**src/rtl/handshake_arb.sv**
```systemverilog
// Round-robin arbiter from CHANNELS valid/ready inputs into a DEPTH-entry first-word-fall-through buffer.
// Define HANDSHAKE_ARB_LOCK_EN to add in_last/out_last and packet-lock arbitration.
//   state      | meaning
//   ARB_FREE   | round-robin among all valid channels, rotating per beat
//   ARB_LOCKED | only lock_chan may transfer until its in_last beat is accepted
module handshake_arb #(
    parameter int WIDTH    = 32,
    parameter int CHANNELS = 4,
    parameter int DEPTH    = 4
) (
    input  logic                        clk,
    input  logic                        rst,
    input  logic [CHANNELS-1:0]         in_valid,
    input  logic [CHANNELS*WIDTH-1:0]   in_data,
`ifdef HANDSHAKE_ARB_LOCK_EN
    input  logic [CHANNELS-1:0]         in_last,
    output logic                        out_last,
`endif
    output logic [CHANNELS-1:0]         in_ready,
    output logic                        out_valid,
    output logic [WIDTH-1:0]            out_data,
    output logic [$clog2(CHANNELS)-1:0] out_chan,
    input  logic                        out_ready,
    output logic [$clog2(DEPTH):0]      level
);
    localparam int CW = $clog2(CHANNELS);
    localparam int AW = $clog2(DEPTH);
    localparam int LW = AW + 1;

    logic [CW-1:0] last_grant;
    logic [CW-1:0] grant_idx;
    logic          grant_found;
    logic [CW:0]   cand;
    logic [CW-1:0] sel_idx;
    logic          sel_valid;
    logic          not_full;
    logic          push;
    logic          pop;
    logic [AW-1:0] wr_ptr;
    logic [AW-1:0] rd_ptr;

    logic [WIDTH-1:0] mem_data [DEPTH];
    logic [CW-1:0]    mem_chan [DEPTH];

    // Rotating search starting just after the last accepted channel.
    always_comb begin
        grant_found = 1'b0;
        grant_idx   = '0;
        cand        = '0;
        for (int k = 1; k <= CHANNELS; k++) begin
            cand = {1'b0, last_grant} + (CW+1)'(k);
            if (cand >= (CW+1)'(CHANNELS)) begin
                cand = cand - (CW+1)'(CHANNELS);
            end
            if (!grant_found && in_valid[cand[CW-1:0]]) begin
                grant_found = 1'b1;
                grant_idx   = cand[CW-1:0];
            end
        end
    end

`ifdef HANDSHAKE_ARB_LOCK_EN
    typedef enum logic {ARB_FREE, ARB_LOCKED} lock_state_t;

    lock_state_t   lock_state;
    lock_state_t   lock_state_nxt;
    logic [CW-1:0] lock_chan;
    logic [CW-1:0] lock_chan_nxt;
    logic          mem_last [DEPTH];

    always_ff @(posedge clk or negedge rst) begin
        if (!rst) begin
            lock_state <= ARB_FREE;
            lock_chan  <= '0;
        end else begin
            lock_state <= lock_state_nxt;
            lock_chan  <= lock_chan_nxt;
        end
    end

    always_comb begin
        lock_state_nxt = lock_state;
        lock_chan_nxt  = lock_chan;
        case (lock_state)
            ARB_FREE: begin
                if (push && !in_last[sel_idx]) begin
                    lock_state_nxt = ARB_LOCKED;
                    lock_chan_nxt  = sel_idx;
                end
            end
            ARB_LOCKED: begin
                if (push && in_last[lock_chan]) begin
                    lock_state_nxt = ARB_FREE;
                end
            end
            default: lock_state_nxt = ARB_FREE;
        endcase
    end

    assign sel_idx   = (lock_state == ARB_LOCKED) ? lock_chan : grant_idx;
    assign sel_valid = (lock_state == ARB_LOCKED) ? in_valid[lock_chan] : grant_found;

    always_ff @(posedge clk) begin
        if (push) begin
            mem_last[wr_ptr] <= in_last[sel_idx];
        end
    end

    assign out_last = out_valid ? mem_last[rd_ptr] : 1'b0;
`else
    assign sel_idx   = grant_idx;
    assign sel_valid = grant_found;
`endif

    // A pop in the same cycle never frees a slot for a push.
    assign not_full = (level != LW'(DEPTH));
    assign push     = sel_valid && not_full && rst;
    assign pop      = out_valid && out_ready;

    always_comb begin
        in_ready = '0;
        if (push) begin
            in_ready[sel_idx] = 1'b1;
        end
    end

    always_ff @(posedge clk or negedge rst) begin
        if (!rst) begin
            wr_ptr     <= '0;
            rd_ptr     <= '0;
            level      <= '0;
            last_grant <= CW'(CHANNELS - 1);
        end else begin
            if (push) begin
                wr_ptr     <= wr_ptr + AW'(1);
                last_grant <= sel_idx;
            end
            if (pop) begin
                rd_ptr <= rd_ptr + AW'(1);
            end
            if (push && !pop) begin
                level <= level + LW'(1);
            end else if (!push && pop) begin
                level <= level - LW'(1);
            end
        end
    end

    always_ff @(posedge clk) begin
        if (push) begin
            mem_data[wr_ptr] <= in_data[sel_idx*WIDTH +: WIDTH];
            mem_chan[wr_ptr] <= sel_idx;
        end
    end

    // Storage is not reset; gating by out_valid keeps the head at zero when empty.
    assign out_valid = (level != '0);
    assign out_data  = out_valid ? mem_data[rd_ptr] : '0;
    assign out_chan  = out_valid ? mem_chan[rd_ptr] : '0;

endmodule

```
**config.mk**
```make
export PLATFORM = sky130hd
export DESIGN_NAME = handshake_arb
export DESIGN_NICKNAME = d
export VERILOG_FILES = /design/src/rtl/handshake_arb.sv
export SDC_FILE = /design/constraint.sdc
export NUM_CORES = 1
export LEC_CHECK = 0
export BUFFER_PORTS_ARGS = -buffer_cell sky130_fd_sc_hd__buf_2
export CORE_MARGIN = 5
export CORE_UTILIZATION = 50
export CTS_CLUSTER_SIZE = 40
export DETAILED_ROUTE_END_ITERATION = 8
export GPL_TIMING_DRIVEN = 1
export PLACE_DENSITY = 0.82
export SYNTH_ARGS = -nofsm -noshare
export SYNTH_HDL_FRONTEND = slang
export SYNTH_SLANG_ARGS = --single-unit
export TNS_END_PERCENT = 10
```
**constraint.sdc**
```tcl
create_clock -name clk -period 4.8 [get_ports clk]
set_input_delay 0.24 -clock clk [delete_from_list [all_inputs] [get_ports clk]]
set_output_delay 0.24 -clock clk [all_outputs]
set_load 0.05 [all_outputs]
```
==> impl_metrics.env <==
export IMPL_result_of_the_run="finished clean"
export IMPL_path_clk_slew_ps=60
export IMPL_boundary_pin_count=177
export IMPL_totalNegativeSetupSlack_ps=0
export IMPL_floorplan_initialDensity_pct=50.6
export IMPL_routedWlPerCell_um=19.8
export IMPL_drv_cap=0
export IMPL_timing_reg2reg_setup_slack_ps=2030
export IMPL_clockRootBuffer="sky130_fd_sc_hd__clkbuf_16"
export IMPL_worst_hold_path_type="in2reg"
export IMPL_ctsHtreeMaxLevel=4
export IMPL_post_drt_via_cell_ratio=5.63
export IMPL_p_leak_uw=0.00314
export IMPL_synth_most_common_cell="sky130_fd_sc_hd__edfxtp_1"
export IMPL_maximum_operating_frequency_ghz=0.321
export IMPL_critPathCaptureType="primary output"
export IMPL_grt_pass1_vias=4876
export IMPL_grt_antenna_before_repair=1
export IMPL_estimated_wirelength_of_the_detail_placed_design_um=10300
export IMPL_ys_warnings_count=0
export IMPL_grt_setup_unrepaired="no"
export IMPL_synthesis_area_mm2=0.00667
export IMPL_crit_type="reg2out"
export IMPL_clock_insertion_delay_worst_skew_ps=410
export IMPL_post_synth_inst_count=468
export IMPL_numCtsBuffers=17
export IMPL_critical_path_fanouts_max=70
export IMPL_die_area_mm2=0.0158
export IMPL_final_cell_count_no_fill=823
export IMPL_site_rows=42
export IMPL_startpoint_type="flip-flop"
export IMPL_maxSlewViolCount=0
export IMPL_synth_nets=609
export IMPL_floorplan_die_height_um=126
export IMPL_tritoncts="built"
export IMPL_dieWidth_um=126
export IMPL_num_vias=4631
export IMPL_commonest_cells_post_synth="sky130_fd_sc_hd__edfxtp_1 (136), sky130_fd_sc_hd__nand2_1 (105), sky130_fd_sc_hd__and2_1 (38), sky130_fd_sc_hd__mux4_2 (34), sky130_fd_sc_hd__a21oi_1 (33)"
export IMPL_total_global_routing_track_utilization_pct=20.6
export IMPL_synth_largest_area_cell="sky130_fd_sc_hd__edfxtp_1"
export IMPL_totalWireLength_um=16300
export IMPL_area_delta_synth_final_pct=23.7
export IMPL_dominantRegCellSynth="sky130_fd_sc_hd__edfxtp_1"
export IMPL_drc_errors=0
export IMPL_final_net_count=774
export IMPL_yosys_area_top_type_share_pct=61.2
export IMPL_grt_overflow_total=0
export IMPL_synth_enable_flop_cells=136
export IMPL_synth_seq_cells=145
export IMPL_synth_cell_types=34
export IMPL_global_route_wire_length_before_repair_um=25500
export IMPL_drt_pass1_iterations=6
export IMPL_postSynth_asyncResetShare_pct=6.21
export IMPL_final_period_minus_worst_setup_slack_ps=3120
export IMPL_gpl_final_weighted_congestion=0.845
export IMPL_yosysSeqAreaShare_pct=64.6
export IMPL_drtAntennaViolNets=0
export IMPL_max_slew_worst_pin_slew_ps=1150
export IMPL_grt_max_degree=73
export IMPL_cts_repair_resize_count=0
export IMPL_core_mm2=0.0132
export IMPL_hold_viol_final=0
export IMPL_dp_cells=789
export IMPL_power_density_cell_area_mw_per_mm2=777
export IMPL_placement_io_buffers=176
export IMPL_worst_endpoint_arrival_ps=2880
export IMPL_worst_clock_skew_ps=7.26
export IMPL_setup_violators_final=0
export IMPL_post_synthesis_average_cell_area_um2=14.3
export IMPL_cp_data_required_time_ps=4560
export IMPL_clock_path_buffers=2
export IMPL_finalCritPeriodShare_pct=65.0
export IMPL_drive_gt1_share_pct=39.9
export IMPL_post_synth_main_area_contributors="sky130_fd_sc_hd__edfxtp_1 (61%), sky130_fd_sc_hd__mux4_2 (11%), sky130_fd_sc_hd__nand2_1 (5.9%), sky130_fd_sc_hd__a32oi_1 (4.2%), sky130_fd_sc_hd__and2_1 (3.6%)"
export IMPL_initialDrtViolationCount=413
export IMPL_cts_num_sinks=145
export IMPL_slew_headroom_pct=23.6
export IMPL_peak_supply_drop_mv=0.464
==> worst paths after layout <==
path,startpoint,endpoint,cells past startpoint
worst max-delay path,last_grant[1],in_ready[3],7
worst min-delay path,out_ready,rd_ptr[1],3
worst max register to register,level[1],level[2],8
worst min register to register,level[0],level[0],1
max in group asynchronous,rst,last_grant[1],2
min in group asynchronous,rst,level[1],2
==> registers in the layout, indices dropped and copies added, names as in the netlist <==
| name | count |
|---|---|
| mem_data | 128 |
| rd_ptr | 2 |
| last_grant | 2 |
| level | 3 |
| wr_ptr | 2 |
| mem_chan | 8 |
==> kinds of logic after synthesis <==
logic type               after synthesis  synth area share [%]
flip-flops                           145                  64.6
multiplexers                          35                  11.6
buffers and inverters                 41                  3.13
AO/OA/AOI/OAI                         76                  7.84
XOR/XNOR                               6                 0.787
adder cells (fa/ha/maj)                6                  1.24
AND/OR/NAND/NOR                      159                  10.8
==> report_power, final <==
group	leakage, µW	internal [µW]	switching (µW)
sequential	0.00134	1960	211
combinational	0.00151	898	2010
clock	0.000287	825	516
total	0.00314	3680	2740
==> per-stage QoR <==
step	hold slack, ps	util [%]	total power, µW	setup WS (ps)	instance area (µm²)
3_5_place_dp	111	57.9	5100	1970	7640
2_1_floorplan	-55.6	-	4400	2170	6670
4_1_cts	124	62.6	6460	1640	8250
3_3_place_gp	103	57.9	4980	2140	7640
6_report	140	62.6	6420	1680	8260
5_1_grt	147	62.6	6740	1420	8260
==> cell type report <==
type,count,area [µm²]
diodes,1,2.50
well taps,176,220
repair buffers,180,913
flip-flops and latches,145,4310
clock buffers,18,429
inverters,7,26.3
clock inverters,14,179
fillers,959,4930
multi-input cells,282,2170
==> metal layers <==
layer / GRT usage [%] / wire [µm] / up-vias
met5: 0 / 0 / -
met4: 7.40 / 382 / 0
met3: 4.99 / 939 / 39
met2: 36.6 / 8880 / 191
met1: 24.5 / 6100 / 2294
li1: - / - / 2107
==> cell usage in the layout, fill, tap and decap left out, types with 2 or more instances in the layout <==
cell	n
sky130_fd_sc_hd__buf_2	176
sky130_fd_sc_hd__edfxtp_1	136
sky130_fd_sc_hd__nand2_1	104
sky130_fd_sc_hd__mux4_2	34
sky130_fd_sc_hd__and2_1	34
sky130_fd_sc_hd__a21oi_1	33
sky130_fd_sc_hd__a32oi_1	32
sky130_fd_sc_hd__clkbuf_16	17
sky130_fd_sc_hd__nor2_1	7
sky130_fd_sc_hd__inv_1	5
sky130_fd_sc_hd__xnor2_1	5
sky130_fd_sc_hd__ha_1	5
sky130_fd_sc_hd__dfrtp_1	5
sky130_fd_sc_hd__and2_2	4
sky130_fd_sc_hd__o21ai_0	4
sky130_fd_sc_hd__clkinv_4	4
sky130_fd_sc_hd__bufinv_16	3
sky130_fd_sc_hd__clkinvlp_4	3
sky130_fd_sc_hd__inv_6	3
sky130_fd_sc_hd__buf_4	3
sky130_fd_sc_hd__nor2b_1	2
sky130_fd_sc_hd__inv_2	2
sky130_fd_sc_hd__a31oi_1	2
sky130_fd_sc_hd__nand3_1	2
sky130_fd_sc_hd__or3_1	2
sky130_fd_sc_hd__dfstp_2	2
sky130_fd_sc_hd__dfrtp_2	2
==> worst max-delay path, cell delays in order (launching register included) <==
cell and delay (ps):
sky130_fd_sc_hd__dfstp_2 580, sky130_fd_sc_hd__nand2_1 80, sky130_fd_sc_hd__a31oi_1 220, sky130_fd_sc_hd__nand2_2 90, sky130_fd_sc_hd__inv_2 800, sky130_fd_sc_hd__nand2_1 200, sky130_fd_sc_hd__a31oi_1 200, sky130_fd_sc_hd__buf_2 290
==> timing repair <==
item                       CTS  global route
hold endpoints to repair     9             0
hold buffers                 1             0
setup buffers                0             0
setup endpoints to repair    0             0
Power figures use the tool's default switching activity.
